### src/rtl/regfft_pkg.sv
`default_nettype none
// +--------------------------------------------------------------------+
// | regfft_pkg : shared FFT bank constants, reader FSM states, bitrev. |
// | Revision   : 1.0                                                   |
// +--------------------------------------------------------------------+
package regfft_pkg;

   localparam int FFT_DEPTH  = 64;
   localparam int FFT_ADDR_W = 6;
   localparam int FFT_DATA_W = 38;

   typedef enum logic [1:0] {
      ST_IDLE  = 2'd0,
      ST_READ  = 2'd1,
      ST_DRAIN = 2'd2
   } rd_state_t;

   function automatic logic [FFT_ADDR_W-1:0] bitrev6(input logic [FFT_ADDR_W-1:0] i_a);
      logic [FFT_ADDR_W-1:0] v_r;
      for (int b = 0; b < FFT_ADDR_W; b++) begin
         v_r[b] = i_a[FFT_ADDR_W-1-b];
      end
      return v_r;
   endfunction

endpackage
`default_nettype wire

### src/rtl/regfft_skid2.sv
`default_nettype none
// +--------------------------------------------------------------------+
// | regfft_skid2 : 2-entry first-word-fall-through valid/ready FIFO.   |
// | Revision     : 1.0                                                 |
// +--------------------------------------------------------------------+
module regfft_skid2 #(
   parameter int DATA_W = 38
) (
   input  logic              clk,
   input  logic              rst_n,
   input  logic              i_flush,
   input  logic              i_valid,
   input  logic [DATA_W-1:0] i_data,
   input  logic              i_ready,
   output logic              o_valid,
   output logic [DATA_W-1:0] o_data,
   output logic [1:0]        o_count
);

   logic [DATA_W-1:0] r_mem [2];
   logic              r_wptr;
   logic              r_rptr;
   logic [1:0]        r_count;
   logic              w_empty;
   logic              w_bypass;
   logic              w_push;
   logic              w_pop;

   // When empty, arriving data is presented directly and only stored if not taken.
   assign w_empty  = (r_count == 2'd0);
   assign o_valid  = !w_empty || i_valid;
   assign o_data   = w_empty ? i_data : r_mem[r_rptr];
   assign o_count  = r_count;
   assign w_bypass = w_empty && i_valid && i_ready;
   assign w_push   = i_valid && !w_bypass;
   assign w_pop    = !w_empty && i_ready;

   always_ff @(posedge clk or negedge rst_n) begin
      if (!rst_n) begin
         r_mem[0] <= '0;
         r_mem[1] <= '0;
         r_wptr   <= 1'b0;
         r_rptr   <= 1'b0;
         r_count  <= 2'd0;
      end else if (i_flush) begin
         r_wptr   <= 1'b0;
         r_rptr   <= 1'b0;
         r_count  <= 2'd0;
      end else begin
         if (w_push) begin
            r_mem[r_wptr] <= i_data;
            r_wptr        <= ~r_wptr;
         end
         if (w_pop) begin
            r_rptr <= ~r_rptr;
         end
         r_count <= r_count + {1'b0, w_push} - {1'b0, w_pop};
      end
   end

endmodule
`default_nettype wire

### src/rtl/regfft_reader.sv
`default_nettype none
// +--------------------------------------------------------------------+
// | regfft_reader : streams one 64-entry bank frame to the FFT core.   |
// | Revision      : 1.0                                                |
// +--------------------------------------------------------------------+
module regfft_reader
   import regfft_pkg::*;
#(
   parameter int DATA_W = FFT_DATA_W,
   parameter int ADDR_W = FFT_ADDR_W,
   parameter int DEPTH  = FFT_DEPTH
) (
   input  logic              clk,
   input  logic              rst_n,
   input  logic              start,
   input  logic              bitrev_en,
   input  logic              abort,
   output logic              busy,
   output logic              done,
   output logic              regfft_wren,
   output logic [ADDR_W-1:0] regfft_addr,
   input  logic [DATA_W-1:0] regfft_rdata,
   output logic [DATA_W-1:0] out_data,
   output logic              out_valid,
   input  logic              out_ready,
   output logic [ADDR_W-1:0] out_index,
   output logic              out_last
);

   localparam logic [ADDR_W:0] c_last = (ADDR_W+1)'(DEPTH - 1);

   rd_state_t         r_state;
   rd_state_t         w_next;
   logic [ADDR_W:0]   r_icnt;
   logic [ADDR_W:0]   r_ocnt;
   logic              r_bitrev;
   logic              r_inflight;
   logic              r_done;
   logic [1:0]        w_count;
   logic              w_sk_valid;
   logic [DATA_W-1:0] w_sk_data;
   logic              w_hs;
   logic [2:0]        w_occ;
   logic              w_issue;
   logic              w_accept;

   regfft_skid2 #(.DATA_W(DATA_W)) u_skid (
      .clk     (clk),
      .rst_n   (rst_n),
      .i_flush (abort),
      .i_valid (r_inflight),
      .i_data  (regfft_rdata),
      .i_ready (out_ready),
      .o_valid (w_sk_valid),
      .o_data  (w_sk_data),
      .o_count (w_count)
   );

   // A handshake this cycle frees a slot, so steady-state streaming needs no bubble.
   assign w_hs     = w_sk_valid && out_ready;
   assign w_occ    = {1'b0, w_count} + {2'b00, r_inflight} - {2'b00, w_hs};
   assign w_issue  = (r_state == ST_READ) && (w_occ < 3'd2) && !abort;
   assign w_accept = (r_state == ST_IDLE) && start && !abort;

   always_comb begin
      w_next = r_state;
      case (r_state)
         ST_IDLE:  if (start) w_next = ST_READ;
         ST_READ:  if (w_issue && (r_icnt == c_last)) w_next = ST_DRAIN;
         ST_DRAIN: if (w_hs && (r_ocnt == c_last)) w_next = ST_IDLE;
         default:  w_next = ST_IDLE;
      endcase
      if (abort) w_next = ST_IDLE;
   end

   always_ff @(posedge clk or negedge rst_n) begin
      if (!rst_n) begin
         r_state    <= ST_IDLE;
         r_icnt     <= '0;
         r_ocnt     <= '0;
         r_bitrev   <= 1'b0;
         r_inflight <= 1'b0;
         r_done     <= 1'b0;
      end else begin
         r_state    <= w_next;
         r_inflight <= w_issue;
         r_done     <= (r_state == ST_DRAIN) && w_hs && (r_ocnt == c_last) && !abort;
         if (abort || w_accept) begin
            r_icnt <= '0;
            r_ocnt <= '0;
         end else begin
            if (w_issue) r_icnt <= r_icnt + 1'b1;
            if (w_hs)    r_ocnt <= r_ocnt + 1'b1;
         end
         if (w_accept) r_bitrev <= bitrev_en;
      end
   end

   assign busy        = (r_state != ST_IDLE);
   assign done        = r_done;
   assign regfft_wren = 1'b0;
   assign regfft_addr = (r_state != ST_READ) ? '0 :
                        r_bitrev ? bitrev6(r_icnt[ADDR_W-1:0]) : r_icnt[ADDR_W-1:0];
   assign out_valid   = w_sk_valid;
   assign out_data    = w_sk_valid ? w_sk_data : '0;
   assign out_index   = r_ocnt[ADDR_W-1:0];
   assign out_last    = w_sk_valid && (r_ocnt[ADDR_W-1:0] == c_last[ADDR_W-1:0]);

endmodule
`default_nettype wire
### config.mk
export PLATFORM = sky130hd
export DESIGN_NAME = regfft_reader
export DESIGN_NICKNAME = d
export VERILOG_FILES = /design/src/rtl/regfft_pkg.sv /design/src/rtl/regfft_skid2.sv /design/src/rtl/regfft_reader.sv
export SDC_FILE = /design/constraint.sdc
export NUM_CORES = 1
export LEC_CHECK = 0
export CAP_MARGIN = 20
export CORE_MARGIN = 2
export CORE_UTILIZATION = 53
export DETAILED_ROUTE_END_ITERATION = 16
export PLACE_DENSITY = 0.77
export SLEW_MARGIN = 40
export SYNTH_ARGS = -nofsm -noshare
export SYNTH_HDL_FRONTEND = slang
export SYNTH_HIERARCHICAL = 1
export SYNTH_SLANG_ARGS = --single-unit
export TNS_END_PERCENT = 5
### constraint.sdc
create_clock -name clk -period 3.1 [get_ports clk]
set_clock_uncertainty 0.1 [all_clocks]
set_input_delay 0.62 -clock clk [delete_from_list [all_inputs] [get_ports clk]]
set_output_delay 0.62 -clock clk [all_outputs]
set_load 0.05 [all_outputs]
# Yosys cells after proc, flatten, opt, wreduce, memory -nomap -nowiden
# Index checks and enable logic that the tools add are counted.
# W data, S select, Z words.
[word_totals] regBits=99 input_bits=44 word_cells=89
[classes] n_eq_ne=9 reduce_logical=30 n_mux=24 n_lt_le_gt_ge=4 bitwise=5 addsub=6
[ops] op="$mux W38" count=6
[ops] op="$bwmux W76" count=1
[ops] op="$demux W38 S1" count=1
[ops] op="$mux W7" count=4
[ops] op="$logic_and A1 B1 Y1" count=16
[ops] op="$add A7 B1 Y7 const B" count=2
[ops] op="$eq A7 B6 Y1 const B" count=2
[ops] op="$mux W6" count=2
[ops] op="$mux W2" count=5
[ops] op="$reduce_bool A2 Y1" count=5
[ops] op="$eq A6 B6 Y1 const B" count=1
[ops] op="$ne A3 B3 Y1 const B" count=2
[ops] op="$pmux W2 S3" count=1
[ops] op="$ge A2 B2 Y1 const B" count=2
[ops] op="$logic_not A2 Y1" count=2
[ops] op="$mux W1" count=4
[ops] op="$not A1 Y2" count=2
[ops] op="$add A2 B1 Y3" count=1
[ops] op="$logic_not A1 Y1" count=3
[ops] op="$lt A3 B2 Y1 const B" count=1
[ops] op="$ne A3 B2 Y1 const B" count=1
[ops] op="$not A1 Y1" count=3
[ops] op="$reduce_and A3 Y1" count=1
[ops] op="$sub A3 B1 Y3" count=1
[ops] op="8 further kinds" count=9

# Longest topological paths before layout
[depth] word_depth=12 mapped_depth=8 mapped_depth_nobuf=8

# Modules after synthesis
# The synthesis kept the hierarchy.
[by_module_without_submodules] mod="regfft_skid2" area_each_um2=3910.0 n_inst=1 cells_each=313
[by_module_without_submodules] mod="regfft_reader" area_each_um2=1422.6 n_inst=1 cells_each=162

# Least setup slack after synthesis
# OpenSTA, ideal clock, no wires.
[synth_path] path_kind="register -> register" from="register u_skid.r_count[1], in the netlist u_skid/o_count[1]" to="register r_icnt[3]" setup_time_ps=77 t_required_ps=2923 synth_period_minus_slack_ps=3093 path_stages_with_launch=9 slack_ps=7 t_arrival_ps=2916 path_cell_list="dfrtp_1 > or3_1 > nand2_1 > and2_1 > o21ai_0 > fa_1 > nand4bb_4 > or4_1 > a21oi_1"
[synth_between] elab_chain_cells=9
[synth_lines] element="start, declared" line_no="regfft_skid2.sv:23" rtl="logic [1:0] r_count;"
[synth_lines] element="start signal, assigned" line_no="regfft_skid2.sv:57" rtl="r_count <= r_count + {1'b0, w_push} - {1'b0, w_pop};"
[synth_lines] element="$logic_not A2 Y1" line_no="regfft_skid2.sv:30" rtl="assign w_empty = (r_count == 2'd0);"
[synth_lines] element="$logic_not A1 Y1" line_no="regfft_skid2.sv:31" rtl="assign o_valid = !w_empty || i_valid;"
[synth_lines] element="$logic_or A1 B1 Y1" line_no="regfft_skid2.sv:31"
[synth_lines] element="named net out_valid" line_no="regfft_reader.sv:24" rtl="output logic out_valid,"
[synth_lines] element="$logic_and A1 B1 Y1" line_no="regfft_reader.sv:60" rtl="assign w_hs = w_sk_valid && out_ready;"
[synth_lines] element="$sub A3 B1 Y3" line_no="regfft_reader.sv:61" rtl="assign w_occ = {1'b0, w_count} + {2'b00, r_inflight} - {2'b00, w_hs};"
[synth_lines] element="$lt A3 B2 Y1" line_no="regfft_reader.sv:62" rtl="assign w_issue = (r_state == ST_READ) && (w_occ < 3'd2) && !abort;"
[synth_lines] element="$logic_and A1 B1 Y1 (2 in series)" line_no="regfft_reader.sv:62"
[synth_lines] element="$reduce_bool A2 Y1 (no line)"
[synth_lines] element="end signal, assigned" line_no="regfft_reader.sv:92" rtl="if (w_issue) r_icnt <= r_icnt + 1'b1;"
[synth_lines] element="end, declared" line_no="regfft_reader.sv:34" rtl="logic [ADDR_W:0] r_icnt;"
# The timed path passes the listed nets, and every way through them passes these cells.
# A chain may end at the register's enable or synchronous reset.

# Worst setup path in the final report
[layout_path] from="register u_skid.r_count[1], in the netlist u_skid/o_count[1]" to="output out_data[0]"
[layout_rtl] element="$logic_not A2 Y1" line_no="regfft_skid2.sv:30"
[layout_rtl] element="$mux W38" line_no="regfft_skid2.sv:32" rtl="assign o_data = w_empty ? i_data : r_mem[r_rptr];"
[layout_rtl] element="named net w_sk_data[0]" line_no="regfft_reader.sv:41" rtl="logic [DATA_W-1:0] w_sk_data;"
[layout_rtl] element="$mux W38" line_no="regfft_reader.sv:105" rtl="assign out_data = w_sk_valid ? w_sk_data : '0;"
[layout_rtl] element="end, declared" line_no="regfft_reader.sv:23" rtl="output logic [DATA_W-1:0] out_data,"
# The timed path passes the listed nets, and every way through them passes these cells.

==> results.cfg <==
[critical_path]
timing.reg2reg.setup_slack_ns = 0.35
worst_ep_required_time_ns = 2.38
crit_fanout = 28
end_kind = output port
critPathKind = reg2out
critical_path.cell_chain = buf_4, or2_4, buf_4, nor2_1, a21oi_1, and2_1, buf_12
path_buf_inv = 3
worstReg2RegEnd = r_icnt[4]
crit_start = u_skid/o_count[1]
crit_path_frequent_cell = buf_4
critical_path_depth = 7
reg2reg_depth = 8
arrival_ns = 2.12
max_stage_delay_ns = 0.35
cp_top_family = buffers and inverters
startpoint_type = flip-flop
crit_slowest_cell = dfrtp_1
r2r_start = r_inflight

[routing]
drtIter0Drc = 95
viasPerCell = 5.406
wl_per_cell_um = 15.99
drt-pass1-iter-count = 4
wirelength_mm = 11.17
num_vias = 3779
remaining_drc_errors = 0
antenna_left = 0

[pwr]
max-vdd-ir-drop_uv = 812.3
swShare_pct = 43.39
pwr-share-clk_pct = 10.8
p_switching_mw = 3.262
powerDensity_nw_per_um2 = 1078
internal_power_mw = 4.256
pwr-share-comb_pct = 63.6
p_leak_nw = 3.027
p_seq_share_pct = 25.6

[clock_tree]
cts_max_level = 3
cts_hold_buf = 0
clock_sinks = 99
cts-root-buf = clkbuf_8
cts_buffer_depth = 2
cts_buffers = 9
cts_tree = yes
clkLatencyLatePin_ns = 0.37
cts.clk_slew.worst_paths_ns = 0.10

[placed_design]
routabilityCongestion = 0.7882
postPlaceCellArea_um2 = 6783
dp_hpwl_mm = 7.646
portBuffers = 97

[sta]
period_share_pct = 91.47
tightest_slew_ns = 0.7777
hold_viol_final = 0
finalCriticalPeriod_ns = 2.836
fmax_ghz = 0.3527
setup_viol = 0
slew_headroom_pct = 48.16
rsz0062_at_grt = false
slew_viol_final = 0
tns_ns = 0

[final_layout]
mostFrequentLayoutCells = 98 x dfrtp_1, 58 x mux2_2, 56 x clkdlybuf4s50_1, 54 x nor2_1
layout-drive-gt1-share_pct = 28.09
layout_commonest_cell = dfrtp_1
nets = 610
area_delta_synth_final_pct = 30.83
final_area_um2 = 6977
antenna_cells = 0
nFillCells = 732

[grt]
grt_max_degree = 50
grt_pass1_vias = 3901
antenna_found_initial = 0
grt_pass1_wl_mm = 19.13
grt_use_total_pct = 21.60
grt.overflow.total = 0

[logic_synthesis]
synth.avg_cell_area_um2 = 11.23
syn_area_um2 = 5333
synth-edff-count = 0
synth_seq_area_share_pct = 46.46
synth_top_area_share_pct = 46.46
synth_fp_nets = 524
yosysTopAreaCell = dfrtp_1
ys_types = 43
yosys_warnings = 6
ys.flop_type = dfrtp_1
async_flop_share_pct = 100.0
synth_area_leaders = dfrtp_1 46%, mux2_2 12%, mux2i_1 8.6%
ys_ff_latch = 99
syn-instance-count = 475

[floorplanning]
core-area_um2 = 9774
initial_utilization_pct = 54.56
die_h_um = 104.3
die_w_um = 104.3
io_pins = 99
dieArea_um2 = 10880
num_rows = 36

[worst_hold_path]
hold_path.class = in2async

[flow_run]
cap_viol_max_count = 0

[run_status]
status = completed
## synthesized netlist by cell type, drive strengths merged, types with 4 or more instances
master / count
a21oi: 46
and2: 39
buf: 25
clkbuf: 12
dfrtp: 99
ha: 4
inv: 4
mux2: 79
mux2i: 46
nand2: 7
nand3: 8
nor2: 54
o21ai: 5
o31ai: 4
or4: 4
xor2: 5
## flip-flops by register name (all words and copies together), names as in the netlist
signal / flops
r_state: 2
u_skid/o_count: 2
r_icnt: 7
done: 1
u_skid/r_mem: 76
r_ocnt: 7
r_inflight: 1
r_bitrev: 1
u_skid/r_wptr: 1
u_skid/r_rptr: 1
## routing by layer
metal	global-route usage (%)	vias to the layer above	wire, um
met5	0	-	0
met4	6.081	0	184
met3	6.140	15	532
met2	35.85	90	5417
met1	27.67	1852	5040
li1	-	1822	-
## repair_timing
item                                   in CTS  in global routing
buffers inserted                            0                  0
gates resized for setup                     0                  1
endpoints found under the hold margin       0                  0
setup endpoints to repair                   0                  1
## power groups by stage
stage               combinational, mW  clock, mW  sequential, mW
global placement                 4.73          0            1.91
finish                           4.78      0.813            1.93
detailed placement               4.80          0            1.95
CTS                              4.81      0.842            1.92
floorplan                        2.85          0            1.88
global route                     5.07      0.886            1.98
## worst max-delay path by stage
stage / end / slack, ns
after floorplan: r_icnt[3] / 0.007
after global placement: r_icnt[3] / 0.13
after detailed placement: r_icnt[3] / 0.07
after CTS: out_data[0] / 0.09
after global routing: out_data[0] / 0.13
final: out_data[0] / 0.26
## logic make-up (layout without fill, tap and decap cells)
logic type                 after synthesis  in the layout  share of synthesized area, %
and+or+nand+nor                        138            138                         14.20
other                                    1              1                       0.07032
xor gates and xnor gates                 7              7                         1.150
buffers and inverters                   41            132                         4.106
DFF                                     99             99                         46.46
AOI/OAI and AO/OA                       59             59                         5.983
muxes                                  125            125                         26.72
adders and majority gates                5              5                         1.314
## per-stage QoR
stage               worst slack, ns  util [%]  power [mW]  hold WS, ns  std cells
finish                       0.2645     71.38       7.518       0.1557        699
global route                 0.1280     71.38       7.931       0.1814        699
CTS                         0.08937     71.35       7.580       0.1612        699
detailed placement          0.06874     69.39       6.752       0.3925        683
global placement             0.1288     69.39       6.639       0.3860        683
floorplan                  0.006892         -       4.732       0.2244        475
## final cells by class
class                      count  area [um2]  area share [%]
clock buffer                  10       137.6           1.973
clock inverter                 6       53.80          0.7712
inverter                       4       15.01          0.2152
multi-input combinational    335        2644           37.89
sequential                    99        2479           35.53
tap                          133       166.4           2.385
timing repair buffer         112        1481           21.23
## worst reg2reg max path: cells and delay by family (launching register included)
kind,cells,cell delay (ns)
and+or+nand+nor,5,1.34
adders and majority gates,1,0.56
DFF,1,0.45
AOI/OAI and AO/OA,2,0.24
No activity file was read; power rests on OpenSTA's default activity.
